<file path="config.mk">
export PLATFORM = sky130hd
export DESIGN_NAME = alu_result_buffer
export DESIGN_NICKNAME = d
export VERILOG_FILES = /design/src/rtl/alu_result_buffer.sv
export SDC_FILE = /design/constraint.sdc
export NUM_CORES = 1
export LEC_CHECK = 0
export ABC_AREA = 1
export CAP_MARGIN = 25
export CORE_MARGIN = 2
export CORE_UTILIZATION = 55
export CTS_CLUSTER_SIZE = 40
export DETAILED_ROUTE_END_ITERATION = 6
export PLACE_DENSITY_LB_ADDON = 0.05
export SYNTH_ARGS = -nofsm -noshare
export SYNTH_HDL_FRONTEND = slang
export SYNTH_SLANG_ARGS = --single-unit
</file>
<file path="constraint.sdc">
create_clock -name clk -period 4.3 [get_ports clk]
set_input_delay 0.645 -clock clk [delete_from_list [all_inputs] [get_ports clk]]
set_output_delay 0.645 -clock clk [all_outputs]
set_load 0.1 [all_outputs]
</file>
<file path="src/rtl/alu_result_buffer.sv">
// Result FIFO between the 64-bit ALU and writeback, with sticky flags and an accepted-op counter.
// Define ALU_RESBUF_PARITY_EN to store even parity per entry and expose out_parity_err.
module alu_result_buffer #(
   parameter int WIDTH = 64,
   parameter int DEPTH = 4,
   parameter int CNT_W = 16
) (
   input  logic                      clk,
   input  logic                      rst_n,
   input  logic                      in_valid,
   output logic                      in_ready,
   input  logic [3:0]                in_opcode,
   input  logic [WIDTH-1:0]          in_result,
   input  logic                      in_carry,
   input  logic                      in_zero,
   input  logic                      in_overflow,
   input  logic                      in_sign,
   output logic                      out_valid,
   input  logic                      out_ready,
   output logic [3:0]                out_opcode,
   output logic [WIDTH-1:0]          out_result,
   output logic [3:0]                out_flags,
   output logic [3:0]                sticky_flags,
   input  logic                      sticky_clr,
   output logic [CNT_W-1:0]          op_count,
   output logic [$clog2(DEPTH):0]    level
`ifdef ALU_RESBUF_PARITY_EN
   ,
   output logic                      out_parity_err
`endif
);

   localparam int PW = $clog2(DEPTH);
   localparam int EW = WIDTH + 8;
   localparam logic [PW-1:0]    PTR_ONE = 1;
   localparam logic [PW:0]      LVL_ONE = 1;
   localparam logic [PW:0]      LVL_FULL = DEPTH[PW:0];
   localparam logic [CNT_W-1:0] CNT_ONE = 1;

   logic [EW-1:0]    mem_q [DEPTH];
   logic [EW-1:0]    mem_d [DEPTH];
   logic [PW-1:0]    wr_ptr_q, wr_ptr_d;
   logic [PW-1:0]    rd_ptr_q, rd_ptr_d;
   logic [PW:0]      level_q, level_d;
   logic [CNT_W-1:0] op_count_q, op_count_d;
   logic [3:0]       sticky_q, sticky_d;

   logic [3:0]       in_flags;
   logic [EW-1:0]    in_entry;
   logic [EW-1:0]    head;
   logic             full;
   logic             push;
   logic             pop;

   assign in_flags  = {in_sign, in_overflow, in_zero, in_carry};
   assign in_entry  = {in_opcode, in_result, in_flags};
   assign full      = (level_q == LVL_FULL);
   // in_ready also drops while reset is held so no handshake can complete during it
   assign in_ready  = rst_n & ~full;
   assign out_valid = (level_q != '0);
   assign push      = in_valid & in_ready;
   assign pop       = out_valid & out_ready;

   assign head       = mem_q[rd_ptr_q];
   assign out_opcode = head[EW-1 -: 4];
   assign out_result = head[WIDTH+3:4];
   assign out_flags  = head[3:0];

   assign sticky_flags = sticky_q;
   assign op_count     = op_count_q;
   assign level        = level_q;

   always_comb begin
      mem_d      = mem_q;
      wr_ptr_d   = wr_ptr_q;
      rd_ptr_d   = rd_ptr_q;
      level_d    = level_q;
      op_count_d = op_count_q;
      sticky_d   = sticky_clr ? 4'b0000 : sticky_q;

      if (push) begin
         mem_d[wr_ptr_q] = in_entry;
         wr_ptr_d        = wr_ptr_q + PTR_ONE;
         op_count_d      = op_count_q + CNT_ONE;
         sticky_d        = sticky_d | in_flags;
      end
      if (pop) begin
         rd_ptr_d = rd_ptr_q + PTR_ONE;
      end

      case ({push, pop})
         2'b10:   level_d = level_q + LVL_ONE;
         2'b01:   level_d = level_q - LVL_ONE;
         default: level_d = level_q;
      endcase
   end

   always_ff @(posedge clk or negedge rst_n) begin
      if (!rst_n) begin
         for (int i = 0; i < DEPTH; i++) begin
            mem_q[i] <= '0;
         end
         wr_ptr_q   <= '0;
         rd_ptr_q   <= '0;
         level_q    <= '0;
         op_count_q <= '0;
         sticky_q   <= '0;
      end else begin
         mem_q      <= mem_d;
         wr_ptr_q   <= wr_ptr_d;
         rd_ptr_q   <= rd_ptr_d;
         level_q    <= level_d;
         op_count_q <= op_count_d;
         sticky_q   <= sticky_d;
      end
   end

`ifdef ALU_RESBUF_PARITY_EN
   logic [DEPTH-1:0] par_q, par_d;

   always_comb begin
      par_d = par_q;
      if (push) begin
         par_d[wr_ptr_q] = ^in_entry;
      end
   end

   always_ff @(posedge clk or negedge rst_n) begin
      if (!rst_n) begin
         par_q <= '0;
      end else begin
         par_q <= par_d;
      end
   end

   assign out_parity_err = out_valid & ((^head) != par_q[rd_ptr_q]);
`endif

endmodule

</file>
; ---- Yosys cells after proc, flatten, opt, wreduce, memory -nomap -nowiden
; Index checks and enable logic that the tools add are counted.
[word_totals]
out_inout_bits = 97
elab_cells = 39
reg_bits = 315
[classes]
muxes = 9
n_reduce_logical = 3
n_eq_ne = 3
n_lt_le_gt_ge = 3
bitwise = 7
add_sub_neg = 5
[op_table]
columns = operator, count
row1 = bitwise mux 288 bit, 1
row2 = two-way mux 72 bit, 3
row3 = binary-select mux 72 bit (select 2 bit), 1
row4 = demux 72 bit (select 2 bit), 1
row5 = "adder 16 x 1 -> 16 bit, second input constant", 1
row6 = two-way mux 4 bit, 2
row7 = ">= comparator 3 bit, second input constant", 2
row8 = inverter 2 -> 3 bit, 2
row9 = one-hot mux 3 bit (2 select lines), 1
row10 = "adder 2 x 1 -> 2 bit, second input constant", 2
row11 = bitwise OR 4 bit, 1
row12 = "adder 3 x 1 -> 3 bit, second input constant", 1
row13 = bitwise AND 1 bit, 3
row14 = "equality test 3 bit, second input constant", 1
row15 = "less-than comparator 3 x 1 -> 1 bit, second input constant", 1
row16 = nonzero test 3 bit, 1
row17 = "subtractor 3 x 1 -> 3 bit, second input constant", 1
row18 = "equality test 2 x 1 -> 1 bit, second input constant", 1
row19 = "equality test 2 bit, second input constant", 1
row20 = nonzero test 2 bit, 1
row21 = logical AND 1 bit, 1
row22 = inverter 1 bit, 1

; ---- Logic depth before layout (Yosys ltp)
; Gate-level depths: netlist of run 1.
[depth]
word_depth = 6
depth_mapped = 11
depth_no_buf = 10

; ---- Worst setup path after synthesis of run 1
; OpenSTA, ideal clock, no wires.
[synth_path]
kind = reg-to-output
from = register level_q[0] (netlist: level[0])
to = output port in_ready
stages_incl_launch_ff = 3
t_arrival_ps = 3266
required_time_ps = 3655
path_slack_ps = 389
n_path_buf = 0
path_cell_list = dfrtp_1 -> nor2_2 -> a21boi_0
[synth_via]
elab_chain_cells = 3
[synth_lines]
columns = item, line_no
row1 = "start, declared", 44  ; logic [PW:0] level_q, level_d;
row2 = "start signal, assigned", 112  ; level_q <= level_d;
row3 = equality test 3 bit, 57  ; assign full = (level_q == LVL_FULL);
row4 = inverter 1 bit, 59  ; assign in_ready = rst_n & ~full;
row5 = bitwise AND 1 bit, 59
row6 = "end, declared", 11  ; output logic in_ready,
; Every way passes these cells.

; ---- Final worst setup path of run 1
[layout_path]
from = register rd_ptr_q[0]
to = output port out_result[18]
[layout_via]
elab_chain_cells = 4
[layout_lines]
columns = item, line_no
row1 = "start, declared", 43  ; logic [PW-1:0] rd_ptr_q, rd_ptr_d;
row2 = "start signal, assigned", 111  ; rd_ptr_q <= rd_ptr_d;
row3 = inverter 2 -> 3 bit (implied by the code), 64  ; assign head = mem_q[rd_ptr_q];
row4 = binary-select mux 72 bit (select 2 bit), 64
row5 = two-way mux 72 bit (implied by the code) (2 in series), 64
row6 = "end, declared", 21  ; output logic [WIDTH-1:0] out_result,
; Every way passes these cells. The select of a mux whose other input is x is not followed.

==> impl_metrics.yaml, run 1 <==
min_path:
  hp-class: "input pin to asynchronous set/reset pin"
worst_setup_path:
  start_kind: "flip-flop"
  cp_max_fo: 64
  path_class: "flip-flop to output pin"
  cp_common_cell: "buf_4"
  critical_path.top_delay_family: "flip-flops"
  path_cells: "buf_4 > o21ai_0 > o22ai_1 > buf_4"
  critical_path_arrival_ns: 2.82
  cp_data_required_time_ns: 3.65
  crit_path_max_incr_delay_ns: 0.90
  slowest_stage: "dfrtp_4"
  path_buf_inv: 2
  cp-end-kind: "output pin"
routing:
  drt_iter0_markers: 1244
  drt-total-wl_um: 40700
  drcViolationCount: 0
  avgRoutedWirePerCell_um: 17.9
  routed_via_density: 5.70
  ant_nets: 0
  dr_total_vias: 12952
  drt_pass1_iterations: 5
synth:
  netlist.area_leader.share: 0.543
  synth.avg_cell_area_um2: 7.98
  synth_nets: 1902
  synth_fa_ha_area_frac: 0.00656
  postSynthCellCount: 1818
  synthFlopType: "dfrtp_1"
  synth_edf_count: 0
  yosys-top-cells-area: "dfrtp_1 (54%), nand2_1 (16%), o21ai_0 (14%), nor2_1 (4.1%), o22ai_1 (3.1%)"
  synth_cell_types: 26
  synth_top_family_by_area: "simple AND/OR/NAND/NOR gates"
  yosysSeqAreaShare: 0.543
  yosysMostFrequentCell: "nand2_1"
  synth_area_mm2: 0.0145
  synth_xor_xnor_area_share: 0.00725
  ys_top_cells_by_count: "nand2_1 (631), o21ai_0 (412), dfrtp_1 (315)"
  synth.area.mux_share: 0
  synthSimpleGateAreaFrac: 0.214
  yosysTopAreaCell: "dfrtp_1"
  synth_compound_area_frac: 0.183
  synthArstFlopShare: 1.00
  synth_seq_cells: 315
  ys_warn_count: 0
global_routing:
  grt_max_degree: 145
  antenna_found_initial: 1
  grt_usage: 0.295
  grt_pass1_wl_um: 66800
  grt_pass1_vias: 12644
  grt-ovfl-total: 0
clock_network:
  cts_resized: 0
  clockBufferDepth: 3
  cts-root-buf: "clkbuf_16"
  cts_setup_buffers: 0
  h-tree-depth: 2
  cts_tree: "built"
  clk_pin_slew_worst_paths_ns: 0.06
  ctsHoldBuffers: 0
  cts_made_buffers: 36
  clock_latency_ns: 0.50
  clock_sink_count: 315
place:
  gp_congestion: 0.807
  place_hpwl_um: 21900
  portBuffers: 173
sta:
  slew_violations: 0
  clock.fmax_mhz: 289
  rsz0062_at_grt: "false"
  period_share: 0.806
  tightest_slew_ns: 1.01
  setup_viol: 0
  relSlewSlack: 0.325
  fin_crit_ns: 3.46
  setup_tns_ns: 0
  skew_ns: 0.00699
  hold_violations: 0
  hold_slack_ns: 0.0483
floorplanning:
  die_area_mm2: 0.0277
  core-area_mm2: 0.0260
  die_y_um: 166
  rows: 59
  fp.dieW_um: 166
  start_util: 0.558
  io_pins: 174
outcome:
  status: "completed"
final_layout:
  final_layout_size_suffix_gt1_frac: 0.0817
  nFillCells: 2262
  nNetsFinal: 2001
  area_growth_pct: 18.9
  postLayoutCoreUtil: 0.663
flow_run:
  max-cap-violations: 0
-- sequential cells by signal (all words and copies together) (netlist names) --
name and count:
level 3, mem_q 288, op_count 16, rd_ptr_q 2, sticky_flags 4, wr_ptr_q 2
-- final cells by class --
class | instances | area [µm²] | share of cell area
Clock inverter | 4 | 23.8 | 0.00138
Sequential cell | 315 | 7890 | 0.458
Clock buffer | 52 | 1020 | 0.0593
Inverter | 26 | 100 | 0.00581
Antenna cell | 1 | 2.50 | 0.000145
Timing Repair Buffer | 197 | 1810 | 0.105
Tap cell | 335 | 419 | 0.0243
Multi-Input combinational cell | 1341 | 5980 | 0.347
-- metrics by stage --
step                instance area, µm²  std cells  setup slack (ns)
floorplan                        14500       1818             0.389
global placement                 16200       2214              1.38
detailed placement               16200       2214              1.34
CTS                              17200       2270             0.861
global route                     17200       2270             0.690
finish                           17200       2271             0.836
-- logic make-up (layout without fill, tap and decap cells) --
family          after synthesis  in the layout
compound gates              513            513
simple gates                809            809
buf+inv                     162            279
fa+ha+maj                     7              7
other cells                   0              1
xor+xnor                     12             12
flops                       315            315
-- path summary, 6_finish.rpt --
path	from	to	slack [ns]	cells after the start
setup reg to reg	level[0]	mem_q[47]	1.92	7
setup / recovery	rd_ptr_q[0]	out_result[18]	0.84	4
hold / removal	rst_n	mem_q[79]	0.05	1
hold reg to reg	mem_q[212]	mem_q[212]	0.47	2
min in group clk	mem_q[212]	mem_q[212]	0.47	2
max in group asynchronous	rst_n	mem_q[254]	2.21	3
-- metal layers --
layer / up-vias / wire length, µm / part of all wire / GRT usage
met5: - / 0 / 0 / 0
met4: 0 / 648 / 0.016 / 0.0712
met3: 53 / 2930 / 0.072 / 0.0443
met2: 461 / 18900 / 0.46 / 0.476
met1: 6288 / 18200 / 0.45 / 0.425
li1: 6150 / - / - / -
-- worst reg2reg max path, delay by kind of cell, from the launching register on --
| family | cells | cell delay (ns) |
|---|---|---|
| and+or+nand+nor | 6 | 1.54 |
| DFF | 1 | 0.41 |
| buffers and inverters | 1 | 0.37 |
-- layout by cell type (no fill, tap or decap), types with 2 or more instances in the layout --
master,count
o21ai_1,27
xnor2_1,4
buf_12,6
inv_2,5
o22ai_1,72
xor2_1,8
clkdlybuf4s50_1,99
clkbuf_1,11
nor2_2,2
dfrtp_1,313
buf_4,91
nor2_4,4
clkbuf_16,37
ha_1,6
clkbuf_8,4
inv_1,20
clkinv_2,3
nand2_1,631
nand3_1,6
nor2_1,158
nand3b_1,5
o21ai_0,412
Power of run 1 is left out: the tool's default activity adds up to more than one toggle a clock period on the data nets, which glitch-free logic cannot reach.
==> run 2, diff against run 1 <==
==> constraint.sdc (replaced) <==
create_clock -name clk -period 3.3 [get_ports clk]
set_input_delay 0.495 -clock clk [delete_from_list [all_inputs] [get_ports clk]]
set_output_delay 0.495 -clock clk [all_outputs]
set_load 0.1 [all_outputs]
==> run 2 against run 1 <==
Setup slack got worse by 0.54 ns. Sequential share of layout area fell by 2.5 points. Sequential cell count unchanged. Die area is the same. Critical path depth unchanged. Hold slack gained 0.42 ns. Global-route usage grew 0.11 points.
==> impl_metrics.yaml, run 2 (same netlist as run 1, synthesis figures left out) <==
worst_setup_path:
  r2r_setup_slack_ns: 1.08
  cp_max_fo: 73
  cp-end-kind: "output pin"
  start_kind: "flip-flop"
  critical_path_arrival_ns: 2.51
  path_class: "flip-flop to output pin"
  r2r-end: "mem_q[12]"
  rr_startpoint: "level[0]"
  cp_data_required_time_ns: 2.80
  reg2reg_depth: 6
clock_network:
  cts_resized: 0
  clock_latency_ns: 0.51
  clk_pin_slew_worst_paths_ns: 0.06
  clockBufferDepth: 3
  cts_setup_buffers: 0
  cts-root-buf: "clkbuf_16"
  cts_made_buffers: 34
  clock_sink_count: 315
  cts_tree: "built"
  h-tree-depth: 2
routing:
  drcViolationCount: 0
  routed_via_density: 5.77
  drt_iter0_markers: 1338
  ant_nets: 0
  drt-total-wl_um: 41200
  drt_pass1_iterations: 5
  avgRoutedWirePerCell_um: 18.1
  dr_total_vias: 13150
final_layout:
  largest_register: "mem_q"
  mostFrequentLayoutCell: "nand2_1"
  mostFrequentLayoutCells: "nand2_1 (631), o21ai_0 (412), dfrtp_1 (313)"
  largest_register_ffs: 288
  nFillCells: 2090
  area_growth_pct: 25.8
  nNetsFinal: 2006
  final_layout_size_suffix_gt1_frac: 0.0891
sta:
  period_share: 0.910
  fin_crit_ns: 3.00
  hold_violations: 0
  slew_violations: 0
  rsz0062_at_grt: "false"
  relSlewSlack: 0.341
  skew_ns: 0.0150
  tightest_slew_ns: 0.985
  setup_tns_ns: 0
  setup_viol: 0
  clock.fmax_mhz: 333
floorplanning:
  start_util: 0.558
  rows: 59
  fp.dieW_um: 166
  core-area_mm2: 0.0260
  die_area_mm2: 0.0277
  die_y_um: 166
  io_pins: 174
global_routing:
  grt_pass1_vias: 12764
  grt_pass1_wl_um: 67000
  grt_max_degree: 148
  grt_usage: 0.296
  grt-ovfl-total: 0
  antenna_found_initial: 1
place:
  portBuffers: 173
  place_hpwl_um: 22700
  gp_congestion: 0.781
min_path:
  min_path_cells: 2
  hp-class: "flip-flop to flip-flop"
  hold_start: "mem_q[214]"
  hold_path_end: "mem_q[214]"
flow_run:
  max-cap-violations: 0
outcome:
  status: "completed"
## run 2: stage by stage
step	hold WS, ns	setup WS, ns	cell area (µm²)	util	cells
after global placement	0.428	0.836	17100	0.659	2220
after detailed placement	0.436	0.841	17100	0.659	2220
after global routing	0.510	0.246	18200	0.702	2277
after floorplan	0.199	0.199	14500	-	1818
final	0.473	0.297	18200	0.702	2278
after CTS	0.477	0.379	18200	0.702	2277
## run 2: worst max-delay path by stage
stage	startpoint	cells after the start	endpoint
floorplan	level[2]	10	level[2]
global placement	in_valid	8	level[2]
detailed placement	in_valid	8	level[2]
CTS	rd_ptr_q[1]	4	out_result[61]
global route	rd_ptr_q[1]	4	out_flags[2]
finish	rd_ptr_q[1]	4	out_result[61]
## run 2: critical path: stages, from the launching register on
cell	delay [ns]
dfrtp_2	0.36
buf_4	0.72
o21ai_0	0.21
o22ai_1	0.44
buf_12	0.24
## run 2: timing repair
action,CTS,global route
endpoints found under the setup margin,0,0
hold endpoints to repair,42,0
hold buffers,1,0
## run 2: metal layers
layer	vias up	global-route usage	wire, µm
met2	503	0.482	19700
met5	-	0	0
met3	63	0.0343	2720
met1	6413	0.422	18000
met4	0	0.0907	806
li1	6171	-	-
## run 2: layout make-up
| class | count | area (µm²) | area share |
|---|---|---|---|
| Sequential cell | 315 | 7890 | 0.432 |
| Antenna cell | 1 | 2.50 | 0.000137 |
| Clock inverter | 3 | 65.1 | 0.00357 |
| Clock buffer | 53 | 1050 | 0.0573 |
| Multi-Input combinational cell | 1341 | 5980 | 0.328 |
| Timing Repair Buffer | 204 | 2750 | 0.150 |
| Inverter | 26 | 100 | 0.00549 |
| Tap cell | 335 | 419 | 0.0230 |
Power of run 2 is left out for the same reason.
==> run 3, diff against run 2 <==
--- a/config.mk
+++ b/config.mk
@@ -9,9 +9,10 @@
 export CAP_MARGIN = 25
 export CORE_MARGIN = 2
 export CORE_UTILIZATION = 55
+export CTS_CLUSTER_DIAMETER = 80
 export CTS_CLUSTER_SIZE = 40
 export DETAILED_ROUTE_END_ITERATION = 6
-export PLACE_DENSITY_LB_ADDON = 0.05
+export PLACE_DENSITY = 0.89
 export SYNTH_ARGS = -nofsm -noshare
 export SYNTH_HDL_FRONTEND = slang
 export SYNTH_SLANG_ARGS = --single-unit
==> run 3 against run 2 <==
The flow now finishes with violations (design-rule violations). Routed wire length decreased by 1.9%. Final cell count decreased by 1.5%. Critical path depth increased by 1. Setup slack improved by 0.030 ns.
==> impl_metrics.yaml, run 3 (same netlist as run 1, synthesis figures left out) <==
clock_network:
  h-tree-depth: 1
  cts-root-buf: "clkbuf_16"
  cts_made_buffers: 15
  clock_latency_ns: 0.51
  cts_tree: "built"
  cts_resized: 0
  clockBufferDepth: 3
  clk_pin_slew_worst_paths_ns: 0.12
  clock_sink_count: 315
  cts_setup_buffers: 0
  ctsHoldBuffers: 1
routing:
  routed_via_density: 5.96
  drt-total-wl_um: 40400
  dr_total_vias: 13369
  drcViolationCount: 6
  drt_pass1_iterations: 7
  drt_iter0_markers: 1805
  avgRoutedWirePerCell_um: 18.0
  ant_nets: 0
worst_setup_path:
  critical_path.top_delay_family: "buffers and inverters"
  critical_path_arrival_ns: 2.48
  r2r-end: "level[2]"
  reg2reg_depth: 9
  crit_path_max_incr_delay_ns: 0.52
  rr_startpoint: "level[0]"
  cp-end-kind: "output pin"
  path_cells: "inv_4 > buf_12 > o21ai_0 > o22ai_1 > buf_12"
  cp_max_fo: 76
  cp-startpoint: "rd_ptr_q[0]"
  path_buf_inv: 3
  crit_end: "out_result[29]"
  slowest_stage: "dfrtp_4"
  cp_data_required_time_ns: 2.80
  cp_common_cell: "buf_12"
  r2r_setup_slack_ns: 1.21
  start_kind: "flip-flop"
  path_class: "flip-flop to output pin"
  cp.depth: 5
outcome:
  status: "finished with violations"
  failed_checks: "design-rule violations"
sta:
  clock.fmax_mhz: 336
  skew_ns: 0.0272
  period_share: 0.901
  hold_violations: 0
  relSlewSlack: 0.346
  fin_crit_ns: 2.97
  setup_tns_ns: 0
  rsz0062_at_grt: "false"
  setup_viol: 0
  tightest_slew_ns: 0.978
  slew_violations: 0
final_layout:
  mostFrequentLayoutCells: "nand2_1 (631), o21ai_0 (412), dfrtp_1 (313)"
  largest_register: "mem_q"
  largest_register_ffs: 288
  area_growth_pct: 21.0
  mostFrequentLayoutCell: "nand2_1"
  nNetsFinal: 1984
  final_layout_size_suffix_gt1_frac: 0.0791
  stdcell_area_mm2: 0.0176
floorplanning:
  fp.dieW_um: 166
  start_util: 0.558
  rows: 59
  die_area_mm2: 0.0277
  core-area_mm2: 0.0260
  die_y_um: 166
  io_pins: 174
global_routing:
  grt_pass1_wl_um: 66400
  grt_pass1_vias: 13211
  grt-ovfl-total: 0
  antenna_found_initial: 1
  grt_max_degree: 150
  grt_usage: 0.289
place:
  gp_congestion: 0.825
  portBuffers: 173
  place_hpwl_um: 23600
  dpl_cell_area_mm2: 0.0170
flow_run:
  max-cap-violations: 0
min_path:
  hp-class: "input pin to asynchronous set/reset pin"
==> run 3: cell type report <==
class,instances,area [µm²]
diodes,1,2.50
repair buffers,201,2610
multi-input cells,1341,5980
fillers,1981,8430
clock inverters,10,185
flip-flops and latches,315,7890
well taps,335,419
clock buffers,15,375
inverters,26,100
==> run 3: metal layers <==
layer	GRT usage	share of wire
met1	0.387	0.38
met2	0.483	0.49
met3	0.0391	0.089
met4	0.114	0.033
met5	0	0
==> run 3: worst reg2reg max path: cells and delay by family, from the launching register on <==
kind                     cells  cell delay (ns)
buffers and inverters        1             0.07
flip-flops                   1             0.44
AO/OA/AOI/OAI                2             0.29
adder cells (fa/ha/maj)      2             0.57
XOR/XNOR                     1             0.16
AND/OR/NAND/NOR              3             0.45
==> run 3: through the flow <==
stage | hold WS, ns | std cells | util | setup slack (ns)
2_1_floorplan | 0.199 | 1818 | - | 0.199
3_3_place_gp | 0.370 | 2217 | 0.653 | 0.903
3_5_place_dp | 0.371 | 2217 | 0.653 | 0.846
4_1_cts | 0.417 | 2243 | 0.675 | 0.369
5_1_grt | 0.425 | 2244 | 0.675 | 0.242
6_report | 0.414 | 2244 | 0.675 | 0.327
==> run 3: worst min path at each step <==
stage	start	end	cells after the start
finish	rst_n	op_count[6]	2
global route	rst_n	op_count[9]	2
CTS	rst_n	op_count[6]	2
detailed placement	rst_n	op_count[11]	1
global placement	rst_n	op_count[11]	1
floorplan	rst_n	level[0]	0
Power of run 3 is left out for the same reason.
